### src/rtl/pipeline_ctrl.sv
// Hazard and sequencing controller for the 5-stage RV64 pipeline: load-use detection,
// stall/flush arbitration between execute and memory, and precise trap entry sequencing.
module pipeline_ctrl #(
    parameter int XLEN = 64
) (
    input  logic            clk,
    input  logic            resetn,
    input  logic            id_valid,
    input  logic [4:0]      id_rs1,
    input  logic [4:0]      id_rs2,
    input  logic            id_rs1_used,
    input  logic            id_rs2_used,
    input  logic [4:0]      id_rd,
    input  logic            id_reg_write,
    input  logic            id_mem_read,
    input  logic            id_trap,
    input  logic [3:0]      id_trap_cause,
    input  logic [XLEN-1:0] id_pc,
    input  logic            ex_redirect,
    input  logic [XLEN-1:0] ex_target,
    input  logic            ex_busy,
    input  logic            mem_busy,
    input  logic [XLEN-1:0] mtvec,
    output logic            stall_if,
    output logic            stall_id,
    output logic            stall_ex,
    output logic            flush_id,
    output logic            flush_ex,
    output logic            pc_redirect,
    output logic [XLEN-1:0] pc_target,
    output logic            trap_taken,
    output logic [3:0]      trap_cause,
    output logic [XLEN-1:0] trap_epc,
    output logic            load_use,
    output logic [1:0]      state
);

    typedef enum logic [1:0] {
        RUN      = 2'd0,
        DRAIN    = 2'd1,
        REDIRECT = 2'd2,
        UNUSED   = 2'd3
    } state_t;

    state_t            state_q, state_d;
    logic [1:0]        drain_cnt_q, drain_cnt_d;
    logic              ex_v_q, ex_v_d;
    logic [4:0]        ex_rd_q, ex_rd_d;
    logic              ex_ld_q, ex_ld_d;
    logic [3:0]        trap_cause_q, trap_cause_d;
    logic [XLEN-1:0]   trap_epc_q, trap_epc_d;
    logic              rs1_hit, rs2_hit;

    assign rs1_hit    = id_rs1_used && (id_rs1 == ex_rd_q);
    assign rs2_hit    = id_rs2_used && (id_rs2 == ex_rd_q);
    assign load_use   = id_valid && ex_v_q && ex_ld_q && (ex_rd_q != 5'd0) && (rs1_hit || rs2_hit);
    assign state      = state_q;
    assign trap_cause = trap_cause_q;
    assign trap_epc   = trap_epc_q;

    always_comb begin
        stall_if     = 1'b0;
        stall_id     = 1'b0;
        stall_ex     = 1'b0;
        flush_id     = 1'b0;
        flush_ex     = 1'b0;
        pc_redirect  = 1'b0;
        pc_target    = '0;
        trap_taken   = 1'b0;
        state_d      = state_q;
        drain_cnt_d  = drain_cnt_q;
        trap_cause_d = trap_cause_q;
        trap_epc_d   = trap_epc_q;

        case (state_q)
            RUN: begin
                if (mem_busy || ex_busy) begin
                    stall_if = 1'b1;
                    stall_id = 1'b1;
                    stall_ex = 1'b1;
                end else if (ex_redirect) begin
                    // Decode holds a wrong-path instruction, so its hazards and traps are moot.
                    pc_redirect = 1'b1;
                    pc_target   = ex_target;
                    flush_id    = 1'b1;
                end else if (load_use) begin
                    stall_if = 1'b1;
                    stall_id = 1'b1;
                    flush_ex = 1'b1;
                end else if (id_valid && id_trap) begin
                    flush_id     = 1'b1;
                    stall_if     = 1'b1;
                    trap_cause_d = id_trap_cause;
                    trap_epc_d   = id_pc;
                    drain_cnt_d  = 2'd0;
                    state_d      = DRAIN;
                end
            end
            DRAIN: begin
                stall_if = 1'b1;
                flush_id = 1'b1;
                flush_ex = 1'b1;
                // Two memory-idle cycles retire everything older than the trap; leave
                // on the cycle the count reaches two.
                if (!mem_busy) begin
                    drain_cnt_d = (drain_cnt_q == 2'd2) ? 2'd2 : drain_cnt_q + 2'd1;
                    if (drain_cnt_d == 2'd2) begin
                        state_d = REDIRECT;
                    end
                end
            end
            REDIRECT: begin
                pc_redirect = 1'b1;
                pc_target   = {mtvec[XLEN-1:2], 2'b00};
                trap_taken  = 1'b1;
                flush_id    = 1'b1;
                flush_ex    = 1'b1;
                state_d     = RUN;
            end
            default: state_d = RUN;
        endcase

        ex_v_d  = ex_v_q;
        ex_rd_d = ex_rd_q;
        ex_ld_d = ex_ld_q;
        if (!stall_ex) begin
            if (flush_ex || flush_id) begin
                ex_v_d  = 1'b0;
                ex_rd_d = 5'd0;
                ex_ld_d = 1'b0;
            end else begin
                ex_v_d  = id_valid && id_reg_write;
                ex_rd_d = id_rd;
                ex_ld_d = id_mem_read;
            end
        end
    end

    always_ff @(posedge clk or negedge resetn) begin
        if (!resetn) begin
            state_q      <= RUN;
            drain_cnt_q  <= 2'd0;
            ex_v_q       <= 1'b0;
            ex_rd_q      <= 5'd0;
            ex_ld_q      <= 1'b0;
            trap_cause_q <= 4'd0;
            trap_epc_q   <= '0;
        end else begin
            state_q      <= state_d;
            drain_cnt_q  <= drain_cnt_d;
            ex_v_q       <= ex_v_d;
            ex_rd_q      <= ex_rd_d;
            ex_ld_q      <= ex_ld_d;
            trap_cause_q <= trap_cause_d;
            trap_epc_q   <= trap_epc_d;
        end
    end

endmodule

### config.mk
export PLATFORM = sky130hd
export DESIGN_NAME = pipeline_ctrl
export DESIGN_NICKNAME = d
export VERILOG_FILES = /design/src/rtl/pipeline_ctrl.sv
export SDC_FILE = /design/constraint.sdc
export NUM_CORES = 1
export LEC_CHECK = 0
export CAP_MARGIN = 5
export CORE_AREA = 2 2 142 144
export DETAILED_ROUTE_END_ITERATION = 12
export DIE_AREA = 0 0 144 146
export PLACE_DENSITY = 0.66
export SLEW_MARGIN = 10
export SYNTH_ARGS = -nofsm -noshare
export SYNTH_HDL_FRONTEND = slang
export SYNTH_SLANG_ARGS = --single-unit
### constraint.sdc
create_clock -name clk -period 6.5 [get_ports clk]
set_clock_uncertainty 0.15 [all_clocks]
set_input_delay 0.975 -clock clk [delete_from_list [all_inputs] [get_ports clk]]
set_output_delay 0.975 -clock clk [all_outputs]
set_load 0.02 [all_outputs]
==> flow_summary.json, run 1 <==
{
  "status": "finished, final reports clean",
  "synth.yosys.seq_area_share_pct": 50.1,
  "cts_tree": "yes",
  "final_max_slew_viol_count": 0,
  "async_reset_ff_share_pct": 100,
  "grt_start_max_net_pins": 80,
  "gp_congestion": 0.838,
  "whs_path_depth": 1,
  "synthTopCellsByArea": "dfrtp_1 50%, a22o_1 15%, mux2_2 14%",
  "initial_utilization_pct": 20.4,
  "clock_path_buffers": 2,
  "cts.sink_count": 79,
  "cts.root.buffer_cell": "clkbuf_16",
  "layout_setup_ws_ps": 1650,
  "cts.clk_slew.worst_paths_ps": 60,
  "drtAntennaViolNets": 0,
  "numCtsBuffers": 9,
  "end_kind": "output pin",
  "ir_drop_mv": 0.223,
  "die_x_um": 144,
  "dr.pass1.iters": 6,
  "synth_edf_count": 0,
  "grt_overflow": 0,
  "synthMostInstantiatedCell": "dfrtp_1",
  "maxCapViolations": 0,
  "cp.arrival_ps": 3730,
  "areaGrowthSynthToFinish_pct": 106,
  "holdCritPathClass": "register to register",
  "track_usage_pct": 16.7,
  "syn_area_um2": 3940,
  "grt_pass1_wl_um": 25800,
  "coreArea_um2": 19300,
  "leakagePower_nw": 3.28,
  "synth_nets": 540,
  "post_drt_wl_per_cell_um": 20.0,
  "placed_cell_area_um2": 7810,
  "syn_inst": 313,
  "fp-row-count": 51,
  "clock.fmax_ghz": 0.206,
  "remaining_drc_errors": 0,
  "dp_hpwl_um": 14500,
  "start_kind": "input pin",
  "synth_top_area_cell": "dfrtp_1",
  "criticalPathCategory": "input pin to output pin",
  "setup_violations": 0,
  "clock_latency_ps": 330,
  "powerDensity_nw_per_um2": 401,
  "finalHoldViolations": 0,
  "num_io_pins": 364,
  "synth-seq-cells": 79,
  "yosys_warnings": 0,
  "ys.flop_type": "dfrtp_1",
  "port_buffers": 361,
  "cp_max_fo": 44,
  "period_minus_slack_ps": 4850,
  "cts_hold_buf": 0,
  "final.fill_count": 1890,
  "slew_headroom_pct": 32.2,
  "routed_wl_um": 18700,
  "h-tree-depth": 3,
  "vias_per_cell": 4.36,
  "drt_iter0_markers": 84,
  "synthDistinctLibCells": 39,
  "die_y_um": 146,
  "post-route-period-util_pct": 74.7,
  "vias": 4079,
  "tightest_slew_ps": 1020,
  "rr_worst_depth": 6,
  "ys_top_cells_by_count": "79 x dfrtp_1, 68 x a22o_1, 48 x mux2_2, 20 x mux2_1, 14 x clkbuf_1",
  "crit_required_ps": 5370,
  "rsz0062_at_grt": "false",
  "antenna_cells": 0,
  "grt_pass1_vias": 4157,
  "cts_resized": 0,
  "die_area_um2": 21000,
  "fin_tns_setup_ps": 0,
  "drive_above_1_share_pct": 11.0,
  "place_ws_ps": 1660,
  "antenna_found_initial": 0,
  "postCtsSetupBuffers": 0,
  "yosys.area.top_type_share_pct": 50.1,
  "stdcell_area_um2": 8110,
  "fin_nets": 892,
  "syn_avg_cell_area_um2": 12.6
}
[registers in the layout, summed over array words and instances (netlist names)]
register	count
drain_cnt_q	2
ex_ld_q	1
state	2
trap_epc	64
ex_rd_q	5
ex_v_q	1
trap_cause	4
[worst paths after layout]
path / start / endpoint / slack, ps
max: mem_busy / pc_target[19] / 1650
min: trap_epc[57]$_DFFE_PN0P_ / trap_epc[57]$_DFFE_PN0P_ / 340
max reg2reg: state[0]$_DFFE_PN0P_ / trap_epc[53]$_DFFE_PN0P_ / 3760
min reg2reg: trap_epc[57]$_DFFE_PN0P_ / trap_epc[57]$_DFFE_PN0P_ / 340
max in group asynchronous: resetn / ex_rd_q[2]$_DFFE_PN0N_ / 4870
min in group asynchronous: resetn / trap_epc[42]$_DFFE_PN0P_ / 680
[power breakdown]
part / leakage [nW] / internal, W / switching (W) / total [W]
logic: 2.13 / 0.000964 / 0.000904 / 0.00187
clock network: 0.139 / 0.000310 / 0.000206 / 0.000516
registers: 1.01 / 0.000730 / 0.000137 / 0.000866
total: 3.28 / 0.00200 / 0.00125 / 0.00325
[kinds of logic after synthesis]
logic type      Yosys count  synth area share [%]
compound gates           89                  19.0
xor+xnor                 10                  2.22
fa+ha+maj                 5                  1.59
buf+inv                  31                  3.65
flops                    79                  50.1
mux                      68                  19.4
simple gates             31                  4.00
[critical path, stage by stage]
cell and delay (ps):
clkdlybuf4s50_1 560, nor2_1 280, and3_2 770, buf_4 320
a22o_1 170, clkdlybuf4s50_1 630
[final cells by class]
| class | instances | area (um^2) | area share (%) |
|---|---|---|---|
| clock buffers | 12 | 246 | 3.04 |
| clock inverters | 4 | 53.8 | 0.663 |
| inverters | 6 | 22.5 | 0.278 |
| multi-input cells | 203 | 1830 | 22.6 |
| flip-flops and latches | 79 | 1980 | 24.4 |
| well taps | 265 | 332 | 4.09 |
| repair buffers | 366 | 3650 | 45.0 |
[metrics by stage]
step | hold WS, ps | utilization [%] | power [W] | instances
after CTS | 338 | 42.0 | 0.00330 | 935
after detailed placement | 324 | 40.4 | 0.00275 | 919
after global placement | 316 | 40.4 | 0.00274 | 919
after global routing | 356 | 42.0 | 0.00342 | 935
after floorplan | 317 | - | 0.00177 | 313
final | 335 | 42.0 | 0.00325 | 935
[cells in the final DEF, fill, tap and decap left out, drive strengths merged, types with 2 or more instances in the layout]
cell type / n
nand2b: 2
clkinvlp: 2
ha: 5
a21oi: 6
a22o: 68
nor3: 2
a21o: 2
o31a: 2
nand2: 8
o21ai: 2
nor2: 7
dfrtp: 79
buf: 6
nand3: 2
and2: 2
xnor2: 10
nor2b: 2
clkbuf: 12
inv: 7
nand4: 2
clkdlybuf4s50: 360
mux2: 68
[routing by layer]
| metal | up-vias | part of all wire (%) | track usage (%) | wire length [um] |
|---|---|---|---|---|
| met5 | - | 0 | 0 | 0 |
| met4 | 0 | 1.6 | 4.71 | 300 |
| met3 | 14 | 11 | 6.19 | 1960 |
| met2 | 215 | 49 | 29.6 | 9150 |
| met1 | 1977 | 39 | 18.4 | 7250 |
| li1 | 1873 | - | - | - |
Note: power is estimated with default switching activity, not from simulation.
==> run 2: changes to the inputs <==
==> constraint.sdc (replaced) <==
create_clock -name clk -period 4.5 [get_ports clk]
set_clock_uncertainty 0.15 [all_clocks]
set_input_delay 0.675 -clock clk [delete_from_list [all_inputs] [get_ports clk]]
set_output_delay 0.675 -clock clk [all_outputs]
set_load 0.02 [all_outputs]
==> flow_summary.json, run 2 (same netlist as run 1, synthesis figures left out) <==
{
  "cp-endpoint": "flush_ex",
  "dr.pass1.iters": 4,
  "routed_wl_um": 18900,
  "cts_resized": 0,
  "crit_top_cell": "clkdlybuf4s50_1",
  "ir_drop_mv": 0.324,
  "status": "finished, final reports clean",
  "crit_required_ps": 3670,
  "maxCapViolations": 0,
  "post_drt_wl_per_cell_um": 20.1,
  "fin_tns_setup_ps": 0,
  "rsz0062_at_grt": "false",
  "drtAntennaViolNets": 0,
  "vias": 4137,
  "remaining_drc_errors": 0,
  "cts_hold_buf": 0,
  "switchingPower_w": 0.00180,
  "cp_max_fo": 5,
  "die_area_um2": 21000,
  "powerDensity_nw_per_um2": 577,
  "p_clk_share_pct": 15.8,
  "startpoint": "id_rs1[4]",
  "drt_iter0_markers": 123,
  "finalHoldViolations": 0,
  "cts_tree": "yes",
  "coreArea_um2": 19300,
  "areaGrowthSynthToFinish_pct": 107,
  "clock_latency_ps": 330,
  "cts.sink_count": 79,
  "dp_hpwl_um": 14900,
  "numCtsBuffers": 9,
  "antenna_found_initial": 0,
  "end_kind": "output pin",
  "setup_violations": 0,
  "post-route-period-util_pct": 90.3,
  "track_usage_pct": 16.8,
  "die_x_um": 144,
  "grt_start_max_net_pins": 69,
  "num_io_pins": 364,
  "crit_slowest_cell": "clkdlybuf4s50_1",
  "grt_pass1_vias": 4290,
  "antenna_cells": 0,
  "largest_reg_flops": 64,
  "slew_headroom_pct": 38.0,
  "power.total_w": 0.00470,
  "pwr-share-comb_pct": 57.5,
  "hold_ws_ps": 164,
  "period_minus_slack_ps": 4060,
  "port_buffers": 361,
  "h-tree-depth": 3,
  "pwr-share-seq_pct": 26.7,
  "p_int_w": 0.00290,
  "criticalPathCategory": "input pin to output pin",
  "tightest_slew_ps": 931,
  "grt_pass1_wl_um": 26200,
  "start_kind": "input pin",
  "fin_nets": 894,
  "clock_path_buffers": 2,
  "cts.clk_slew.worst_paths_ps": 60,
  "layout_commonest_cell": "clkdlybuf4s50_1",
  "die_y_um": 146,
  "drive_above_1_share_pct": 11.5,
  "grt_overflow": 0,
  "cp.arrival_ps": 3240,
  "switching_share_pct": 38.3,
  "vias_per_cell": 4.42,
  "leakagePower_nw": 3.30,
  "cp_slowest_stage_delay_ps": 650,
  "final_max_slew_viol_count": 0,
  "gp_congestion": 0.791,
  "rr_endpoint": "trap_epc[15]$_DFFE_PN0P_",
  "place_ws_ps": 421,
  "cts.root.buffer_cell": "clkbuf_16",
  "regToRegStartpoint": "state[0]$_DFFE_PN0P_",
  "rr_worst_depth": 6,
  "postCtsSetupBuffers": 0,
  "mostFrequentLayoutCells": "360 x clkdlybuf4s50_1, 79 x dfrtp_1, 68 x a22o_1",
  "initial_utilization_pct": 20.4,
  "ff2ff_setup_slack_ps": 2090,
  "layout_setup_ws_ps": 436,
  "fp-row-count": 51,
  "crit_chain": "clkdlybuf4s50_1 -> xnor2_1 -> nand4_1 -> o22ai_1 -> nand2_1 -> or3_1 -> a21oi_1 -> clkdlybuf4s50_1",
  "holdCritPathClass": "input pin to async pin",
  "clock.fmax_ghz": 0.246
}
run 2: cell count changes in the layout (fill, tap and decap cells not counted), sizes merged:
cell,change
buf,+2
clkbuf,-1
clkinv,+2
clkinvlp,-1
run 2: worst max-delay path: cells and delay by family:
kind / cells / cell delay (ps)
and+or+nand+nor: 3 / 690
buffers and inverters: 2 / 1130
xor gates and xnor gates: 1 / 120
AOI/OAI and AO/OA: 2 / 610
run 2: metal layers:
layer | part of all wire (%) | track usage, %
met1 | 36 | 17.9
met2 | 49 | 29.6
met3 | 13 | 7.73
met4 | 2.0 | 4.75
met5 | 0 | 0
run 2: layout make-up:
cell class	instances	area (um^2)
inverters	6	22.5
clock inverters	5	56.3
multi-input cells	203	1830
clock buffers	11	243
flip-flops and latches	79	1980
fillers	1886	11200
well taps	265	332
repair buffers	368	3690
run 2: metrics by stage:
| step | utilization [%] | std cells | area (um^2) |
|---|---|---|---|
| finish | 42.2 | 937 | 8150 |
| floorplan | - | 313 | 3940 |
| CTS | 42.2 | 937 | 8150 |
| detailed placement | 40.6 | 921 | 7850 |
| global route | 42.2 | 937 | 8150 |
| global placement | 40.6 | 921 | 7850 |
run 2: worst min-delay path by stage:
stage                                   startpoint                         end  slack [ps]  cells past startpoint
after floorplan                             resetn  drain_cnt_q[0]$_DFFE_PN0P_         230                      0
after global placement    trap_epc[62]$_DFFE_PN0P_    trap_epc[62]$_DFFE_PN0P_         320                      1
after detailed placement   trap_epc[2]$_DFFE_PN0P_     trap_epc[2]$_DFFE_PN0P_         320                      1
after global routing                        resetn    trap_epc[42]$_DFFE_PN0P_         200                      1
after CTS                                   resetn    trap_epc[42]$_DFFE_PN0P_         180                      1
final                                       resetn    trap_epc[42]$_DFFE_PN0P_         160                      1
run 2: power by group through the flow:
stage               Sequential [W]  Combinational, W  Clock [W]
floorplan                  0.00163          0.000930          0
global placement           0.00125           0.00272          0
detailed placement         0.00127           0.00272          0
CTS                        0.00126           0.00274   0.000773
global route               0.00130           0.00286   0.000794
finish                     0.00125           0.00270   0.000744
